--- src/rtl/im_loadable.sv ---
// Loadable instruction memory: boot-time clear to FILL_INSTR, runtime load port,
// and a registered fetch port with stall, flush and out-of-range flagging.
module im_loadable #(
    parameter int                  INSTR_W    = 18,
    parameter int                  ADDR_W     = 8,
    parameter int                  DEPTH      = 8,
    parameter logic [INSTR_W-1:0]  FILL_INSTR = '0
) (
    input  logic               clk,
    input  logic               reset,
    input  logic               ld_en,
    input  logic [ADDR_W-1:0]  ld_addr,
    input  logic [INSTR_W-1:0] ld_data,
    output logic               ld_err,
    input  logic               fetch_en,
    input  logic               flush,
    input  logic [ADDR_W-1:0]  pc,
    output logic [INSTR_W-1:0] instr,
    output logic               instr_valid,
    output logic               addr_err,
    output logic               ready
);

    localparam int IDX_W = (DEPTH > 1) ? $clog2(DEPTH) : 1;
    // One extra bit so DEPTH == 2**ADDR_W is representable in the range check.
    localparam logic [ADDR_W:0]  DEPTH_EXT = (ADDR_W + 1)'(DEPTH);
    localparam logic [IDX_W-1:0] LAST_IDX  = IDX_W'(DEPTH - 1);

    typedef enum logic {
        ST_INIT,
        ST_READY
    } state_t;

    state_t              state_reg;
    logic [IDX_W-1:0]    init_cnt_reg;
    logic [INSTR_W-1:0]  mem [DEPTH];

    logic                ld_in_range;
    logic                pc_in_range;
    logic [IDX_W-1:0]    ld_idx;
    logic [IDX_W-1:0]    pc_idx;
    logic                ld_write;
    logic                wr_en;
    logic [IDX_W-1:0]    wr_idx;
    logic [INSTR_W-1:0]  wr_data;
    logic [INSTR_W-1:0]  fetch_data;

    assign ld_in_range = {1'b0, ld_addr} < DEPTH_EXT;
    assign pc_in_range = {1'b0, pc} < DEPTH_EXT;
    assign ld_idx      = ld_addr[IDX_W-1:0];
    assign pc_idx      = pc[IDX_W-1:0];
    assign ld_write    = (state_reg == ST_READY) && ld_en && ld_in_range;

    // Single write port shared by the boot clear and the load port.
    always_comb begin
        wr_en   = 1'b0;
        wr_idx  = init_cnt_reg;
        wr_data = FILL_INSTR;
        if (!reset) begin
            if (state_reg == ST_INIT) begin
                wr_en = 1'b1;
            end else if (ld_write) begin
                wr_en   = 1'b1;
                wr_idx  = ld_idx;
                wr_data = ld_data;
            end
        end
    end

    always_ff @(posedge clk) begin
        if (wr_en) begin
            mem[wr_idx] <= wr_data;
        end
    end

    // Write-through: a load to the address being fetched wins over the stale entry.
    assign fetch_data = (ld_write && (ld_addr == pc)) ? ld_data : mem[pc_idx];

    always_ff @(posedge clk) begin
        if (reset) begin
            state_reg    <= ST_INIT;
            init_cnt_reg <= '0;
            instr        <= FILL_INSTR;
            instr_valid  <= 1'b0;
            addr_err     <= 1'b0;
            ld_err       <= 1'b0;
            ready        <= 1'b0;
        end else begin
            case (state_reg)
                ST_INIT: begin
                    init_cnt_reg <= init_cnt_reg + 1'b1;
                    if (init_cnt_reg == LAST_IDX) begin
                        state_reg <= ST_READY;
                        ready     <= 1'b1;
                    end
                end
                ST_READY: begin
                    ld_err <= ld_en && !ld_in_range;
                    if (flush) begin
                        instr       <= FILL_INSTR;
                        instr_valid <= 1'b0;
                        addr_err    <= 1'b0;
                    end else if (fetch_en) begin
                        instr_valid <= 1'b1;
                        if (pc_in_range) begin
                            instr    <= fetch_data;
                            addr_err <= 1'b0;
                        end else begin
                            instr    <= FILL_INSTR;
                            addr_err <= 1'b1;
                        end
                    end
                end
                default: state_reg <= ST_INIT;
            endcase
        end
    end

endmodule

--- config.mk ---
export PLATFORM = sky130hd
export DESIGN_NAME = im_loadable
export DESIGN_NICKNAME = d
export VERILOG_FILES = /design/src/rtl/im_loadable.sv
export SDC_FILE = /design/constraint.sdc
export NUM_CORES = 1
export LEC_CHECK = 0
export CORE_UTILIZATION = 35
export DETAILED_ROUTE_END_ITERATION = 16
export HOLD_SLACK_MARGIN = 0.08
export SETUP_SLACK_MARGIN = 0.1
export SYNTH_ARGS = -nofsm -noshare
export SYNTH_HDL_FRONTEND = slang
export SYNTH_SLANG_ARGS = --single-unit
--- constraint.sdc ---
create_clock -name clk -period 4.6 [get_ports clk]
set_input_delay 1.15 -clock clk [delete_from_list [all_inputs] [get_ports clk]]
set_output_delay 1.15 -clock clk [all_outputs]
set_load 0.01 [all_outputs]
**Word level (Yosys, flattened, before mapping)**

Memories as Yosys holds them, arrays and structs flattened.
Index checks and enable logic that the tools add are counted.

- Add/subtract/negate cells: 1
- Magnitude comparators: 2
- Equality and inequality tests: 2
- Multiplexer cells: 22
- Bitwise logic cells: 1
- Reductions and logical operators: 8

Operators by type and width:

| kind | number |
|---|---|
| two-way mux 18 bit | 7 |
| < comparator 8 x 4 -> 1 bit (second input constant) | 2 |
| two-way mux 1 bit | 12 |
| two-way mux 3 bit | 3 |
| == test 8 bit | 1 |
| logical AND 1 bit | 4 |
| AND reduction 2 bit | 2 |
| adder 3 x 1 -> 3 bit (second input constant) | 1 |
| == test 3 bit (second input constant) | 1 |
| nonzero test 2 bit | 1 |
| logical NOT 1 bit | 1 |
| inverter 1 bit | 1 |

- Bits in registers: 26
- RAM bits: 144
- Output and inout bits: 22
- Logic and storage cells: 44
- Memories kept: 1

Memory list:

| memory | depth | bits a word | read ports | clocked after Yosys merged registers in | write ports | RTL line | RTL |
|---|---|---|---|---|---|---|---|
| mem | 8 | 18 | 1 | 0 | 1 | 36 | `logic [INSTR_W-1:0] mem [DEPTH];` |

**Depth between registers and ports, before layout**

Gate-level depths: netlist of the first run.

- Word-level depth: 7
- Gate-level depth with buffers: 7
- Gate-level depth less buffers: 4

**Worst setup path after synthesis of the first run**

OpenSTA, ideal clock, no wires.

- Path kind: input -> register
- From: input port ld_addr[7]
- To: memory mem[3][0], enable pin
- Library setup time: 0.421 ns
- Arrival: 3.652 ns
- Slack: 0.528 ns
- Stages on the path: 5
- Path buffers: 1
- Cells stage by stage: or3_1 buf_2 nor3_1 nand3b_1 a21boi_0

- Longest elaborated chain between the ends: 7
- Elaborated cells on any way between the ends: 10

RTL lines:

| item | RTL line | RTL |
|---|---|---|
| from (decl) | 12 | `input logic [ADDR_W-1:0] ld_addr,` |
| < comparator 8 x 4 -> 1 bit * | 48 | `assign ld_in_range = {1'b0, ld_addr} < DEPTH_EXT;` |
| logical AND 1 bit * | 52 | `assign ld_write = (state_reg == ST_READY) && ld_en && ld_in_range;` |
| two-way mux 1 bit | 62 | `end else if (ld_write) begin` |
| two-way mux 1 bit | 60 | `if (state_reg == ST_INIT) begin` |
| two-way mux 1 bit | 59 | `if (!reset) begin` |
| two-way mux 1 bit | 71 | `if (wr_en) begin` |
| two-way mux 1 bit (implied by the code) | 72 | `mem[wr_idx] <= wr_data;` |
| to (decl) | 36 |  |

Mark *: on every way between the ends. The rest lies on a longest branch, timed or not.

**Worst setup path in the final report of the first run**

- From: input port ld_addr[7]
- To: register instr[5]

- Longest elaborated chain between the ends: 7
- Elaborated cells on any way between the ends: 8

RTL lines:

| item | RTL line | RTL |
|---|---|---|
| < comparator 8 x 4 -> 1 bit | 48 |  |
| logical AND 1 bit | 52 |  |
| logical AND 1 bit * | 77 | `assign fetch_data = (ld_write && (ld_addr == pc)) ? ld_data : mem[pc_idx];` |
| two-way mux 18 bit * | 77 |  |
| two-way mux 18 bit * | 105 | `if (pc_in_range) begin` |
| two-way mux 18 bit * | 103 | `end else if (fetch_en) begin` |
| two-way mux 18 bit * | 99 | `if (flush) begin` |
| to (signal assigned) | 106 | `instr <= fetch_data;` |
| to (decl) | 18 | `output logic [INSTR_W-1:0] instr,` |

Mark *: on every way between the ends. The rest lies on a longest branch, timed or not. The select of a mux whose other input is x is not followed.
A chain may end at the register's enable or synchronous reset.

==> results.json, run 1 <==
{
  "synth-simple-area-share_pct": 9.96,
  "synth_adder_area_share_pct": 0.347,
  "cts_root_buf": "clkbuf_16",
  "antenna_cells": 0,
  "switching_share_pct": 20.5,
  "path_cells": "clkdlybuf4s50_1, or3_1, or4_1, o311ai_0, nand3_1",
  "slew_viol_final": 0,
  "clkPwrFrac_pct": 44.0,
  "syn_avg_cell_area_um2": 15.8,
  "crit_path_max_incr_delay_ns": 0.97,
  "dieWidth_um": 146,
  "cap_viol_max_count": 0,
  "cts_hold_buf": 0,
  "ys_ff_latch": 170,
  "yosys_most_used_dff": "edfxtp_1",
  "antenna_found_initial": 0,
  "synth_xor_area_share_pct": 1.09,
  "fin_crit_ns": 3.49,
  "synth_edf_count": 144,
  "ys.warnings.count": 0,
  "htree_levels": 4,
  "cp_num_buf_inv": 1,
  "syn_nets": 496,
  "ant_nets": 0,
  "power.density_mw_per_mm2": 396,
  "finalInstanceArea_mm2": 0.00880,
  "dieArea_mm2": 0.0212,
  "dp_hpwl_um": 10600,
  "intPower_mw": 2.77,
  "fin_crit_sh_pct": 75.8,
  "initial_core_util_pct": 35.6,
  "placedInstanceArea_mm2": 0.00817,
  "core_mm2": 0.0202,
  "path_max_fanout": 18,
  "vias_per_cell": 5.45,
  "ys_async_sr_fraction_pct": 0,
  "slowest_stage": "or4_1",
  "clk_latency_ns": 0.42,
  "grt_overflow": 0,
  "largest_register_ffs": 144,
  "post_drt_wl_per_cell_um": 21.9,
  "first_iter_violations": 382,
  "critPathKind": "primary input to flop",
  "fin_skew_ns": 0.0104,
  "relSlewSlack_pct": 20.3,
  "post_cts_buffers": 0,
  "cts_buffers": 17,
  "io_pins": 61,
  "netlist_instances": 455,
  "num_rows": 52,
  "hp-class": "flop to flop",
  "start_kind": "primary input",
  "synth_cell_type_count": 40,
  "cts_sinks": 170,
  "io_buffers": 60,
  "grt_pass1_wl_um": 27100,
  "fmax_mhz": 287,
  "p_comb_share_pct": 6.8,
  "vias": 4374,
  "muxShareOfSynthArea_pct": 14.6,
  "cp.required_ns": 4.89,
  "drc": 0,
  "outcome": "completed",
  "chipHeight_um": 146,
  "grt_pass1_vias": 4635,
  "dp_cells": 771,
  "final_layout_size_suffix_gt1_share_pct": 22.0,
  "crit_arrival_ns": 3.78,
  "finalSetupViolCount": 0,
  "clock_path_buffers": 2,
  "synth_compound_area_share_pct": 3.56,
  "area_growth_pct": 22.1,
  "tightest_slew_ns": 1.18,
  "synth_top_family_by_area": "multiplexers",
  "whs_ns": 0.468,
  "place.gp.congestion": 0.812,
  "grt_max_degree": 24,
  "hold_violations": 0,
  "yosysSeqAreaShare_pct": 67.2,
  "final_cells": 803,
  "wirelength_um": 17600,
  "track_usage_pct": 17.5,
  "crit_family": "simple AND/OR/NAND/NOR gates",
  "rsz0062_at_grt": "false",
  "clk_pin_slew_worst_paths_ns": 0.06,
  "p_leak_nw": 2.72,
  "cts_resized": 0,
  "synth_area_mm2": 0.00721,
  "tritoncts": "yes",
  "final_nets": 561,
  "crit_path_end_kind": "flop",
  "layout_commonest_cell": "edfxtp_1",
  "layout_common_cells": "144 x edfxtp_1, 58 x clkdlybuf4s50_1, 36 x nor4_1, 36 x mux4_2, 26 x dfxtp_1",
  "switchingPower_mw": 0.713,
  "tns_ns": 0,
  "p_seq_share_pct": 49.2,
  "max-vdd-ir-drop_uv": 197,
  "dr.pass1.iters": 5,
  "p_total_mw": 3.48
}
layer usage:
metal	vias up	part of all wire [%]	wire (um)	track usage (%)
met5	-	0	0	0
met4	0	2.5	443	8.16
met3	31	6.3	1110	4.14
met2	177	49	8670	28.1
met1	2202	42	7350	22.6
li1	1964	-	-	-
worst register-to-register path, cell delays in order, from the launching register on:
cell,delay (ns)
dfxtp_1,0.65
nand4bb_1,0.15
buf_4,0.25
or4_1,0.91
o311ai_0,0.52
nand3_1,0.11
metrics by stage:
stage	util (%)	worst slack [ns]
4_1_cts	43.5	1.17
3_5_place_dp	40.4	0.719
6_report	43.5	1.11
3_3_place_gp	40.4	0.809
5_1_grt	43.5	1.05
2_1_floorplan	-	0.528
layout make-up:
class	instances	area (um^2)
Multi-Input combinational cell	228	2150
Sequential cell	170	4840
Tap cell	270	338
Timing Repair Buffer	82	756
Fill cell	1775	11400
Inverter	21	78.8
Clock inverter	12	196
Clock buffer	20	437
kinds of logic (layout without fill, tap and decap cells):
group | count (synthesis) | after routing
and+or+nand+nor | 127 | 127
muxes | 58 | 58
DFF | 170 | 170
AOI/OAI and AO/OA | 32 | 32
buffers and inverters | 57 | 135
adders and majority gates | 2 | 2
xor gates and xnor gates | 9 | 9
power groups by stage:
stage | logic (mW) | registers [mW] | clock network, mW
detailed placement | 0.238 | 1.75 | 0
floorplan | 0.140 | 1.74 | 0
CTS | 0.239 | 1.71 | 1.56
finish | 0.237 | 1.71 | 1.53
global route | 0.255 | 1.72 | 1.62
global placement | 0.235 | 1.74 | 0
cell usage after synthesis, types with 3 or more instances:
library cell	n	area (um^2)
nand3_1	18	90.1
o311ai_1	9	78.8
nand4_1	19	119
dfxtp_1	26	521
xnor2_1	6	52.6
mux2i_1	4	40.0
a21oi_1	6	30.0
edfxtp_1	144	4320
o311ai_0	9	78.8
buf_1	4	15.0
nand2_1	23	86.3
nor2b_1	3	18.8
inv_1	21	78.8
nor2_1	11	41.3
nor4_1	36	225
xor2_1	3	26.3
clkbuf_1	23	86.3
buf_2	8	40.0
mux2_2	18	203
mux4_2	36	811
path summary, 6_finish.rpt:
path	startpoint	end	slack, ns	cells after the start
setup / recovery	ld_addr[7]	instr[5]	1.11	5
hold / removal	instr[2]	instr[2]	0.47	2
setup reg to reg	state_reg	instr[5]	1.88	5
hold reg to reg	instr[2]	instr[2]	0.47	2
Power figures use the tool's default switching activity.
==> run 2: changes to the inputs <==
Clock period 4.6 ns to 3.1 ns, I/O delays scaled along.
==> results.json, run 2 (same netlist as run 1, synthesis figures left out) <==
{
  "dp_cells": 797,
  "fin_crit_ns": 2.80,
  "relSlewSlack_pct": 49.4,
  "max-vdd-ir-drop_uv": 346,
  "cts_resized": 0,
  "drc": 0,
  "dr.pass1.iters": 5,
  "hold_violations": 0,
  "cts_hold_buf": 0,
  "outcome": "completed",
  "track_usage_pct": 17.3,
  "met2WireLength_um": 8770,
  "rr_startpoint": "state_reg",
  "min-delay-start": "instr[8]",
  "first_iter_violations": 359,
  "met3_length_um": 1120,
  "io_buffers": 60,
  "grt_pass1_vias": 4716,
  "num_rows": 52,
  "antenna_found_initial": 0,
  "dp_hpwl_um": 11200,
  "place_ws_ns": -0.136,
  "layout_common_cells": "144 x edfxtp_1, 58 x clkdlybuf4s50_1, 39 x buf_4",
  "r2r_slack_ns": 0.86,
  "wirelength_um": 17700,
  "finalSetupViolCount": 0,
  "grt_pass1_wl_um": 27100,
  "critPathKind": "primary input to flop",
  "layout_commonest_cell": "edfxtp_1",
  "core_mm2": 0.0202,
  "grt_max_degree": 22,
  "final_layout_size_suffix_gt1_share_pct": 26.3,
  "holdPathStages": 2,
  "tightest_slew_ns": 0.757,
  "p_leak_nw": 2.87,
  "post_drt_wl_per_cell_um": 21.3,
  "vias": 4491,
  "initial_core_util_pct": 35.6,
  "cts_sinks": 170,
  "htree_levels": 4,
  "ant_nets": 0,
  "antenna_cells": 0,
  "tritoncts": "yes",
  "fin_skew_ns": 0.00765,
  "start_kind": "primary input",
  "path_cells": "clkdlybuf4s50_1, or3_1, or4_1, buf_4, o311ai_0, nand3_1",
  "path_max_fanout": 18,
  "area_growth_pct": 25.4,
  "post_cts_buffers": 0,
  "cts_root_buf": "clkbuf_16",
  "final_cells": 829,
  "grt_overflow": 0,
  "dieArea_mm2": 0.0212,
  "r2r-end": "mem[3][4]",
  "chipHeight_um": 146,
  "clk_latency_ns": 0.42,
  "crit_path_end_kind": "flop",
  "slew_viol_final": 0,
  "crit_path_max_incr_delay_ns": 0.55,
  "cts_buffers": 17,
  "tns_ns": 0,
  "rsz0062_at_grt": "false",
  "clk_pin_slew_worst_paths_ns": 0.06,
  "cap_viol_max_count": 0,
  "dieWidth_um": 146,
  "io_pins": 61,
  "fin_crit_sh_pct": 90.4,
  "largest_register_ffs": 144,
  "m1WireLength_um": 7380,
  "slowest_stage": "or4_1",
  "whs_ns": 0.455,
  "place.gp.congestion": 0.804,
  "clock_path_buffers": 2,
  "vias_per_cell": 5.42,
  "highest_layer": "met4",
  "final_nets": 587,
  "postLayoutSetupSlackWorst_ns": 0.299,
  "fmax_mhz": 357,
  "crit_arrival_ns": 3.09,
  "rr_worst_depth": 7,
  "min_to": "instr[8]",
  "cp.required_ns": 3.39,
  "power.density_mw_per_mm2": 543,
  "hp-class": "flop to flop"
}
run 2: cell count changes in the layout (fill, tap and decap cells not counted), moves of 2 or more:
cell / previous run / this run
clkbuf_1: 3 / 1
buf_4: 22 / 39
inv_6: 1 / 3
bufinv_16: 5 / 0
buf_12: 0 / 9
inv_4: 0 / 4
clkbuf_16: 17 / 19
run 2: worst max path at each step:
| stage | end | slack [ns] | depth (start not counted) | from |
|---|---|---|---|---|
| final | instr[17] | 0.30 | 6 | ld_addr[7] |
| after global routing | instr[17] | 0.22 | 6 | ld_addr[7] |
| after CTS | instr[17] | 0.31 | 6 | ld_addr[7] |
| after detailed placement | instr[17] | -0.14 | 6 | ld_addr[7] |
| after global placement | instr[2] | 0.03 | 6 | ld_addr[7] |
| after floorplan | mem[3][0] | -0.14 | 5 | ld_addr[7] |
run 2: per-stage QoR:
stage / instance area, um^2 / utilization [%] / power (mW)
final: 9040 / 44.7 / 4.91
after global routing: 9040 / 44.7 / 5.07
after CTS: 9040 / 44.7 / 4.95
after detailed placement: 8480 / 41.9 / 2.97
after global placement: 8480 / 41.9 / 2.96
after floorplan: 7220 / - / 2.79
run 2: power by group:
part	total, mW	switching (mW)	leakage, nW	internal [mW]
logic	0.375	0.197	1.15	0.178
clock network	1.99	0.867	0.283	1.13
registers	2.54	0.0205	1.43	2.52
run 2: per-layer routing:
layer	GRT usage, %	vias up
met5	0	-
met4	7.32	0
met3	4.08	31
met2	28.6	187
met1	21.8	2257
li1	-	2016
run 2: critical path, delay by kind of cell:
| family | cells | cell delay [ns] |
|---|---|---|
| AOI/OAI and AO/OA | 1 | 0.42 |
| buffers and inverters | 2 | 0.68 |
| and+or+nand+nor | 3 | 1.20 |
run 2: final cells by class:
| class | count | area (um^2) |
|---|---|---|
| clock buffer | 20 | 479 |
| clock inverter | 12 | 82.6 |
| fill | 1739 | 11200 |
| inverter | 21 | 78.8 |
| multi-input combinational | 228 | 2150 |
| sequential | 170 | 4840 |
| tap | 270 | 338 |
| timing repair buffer | 108 | 1060 |
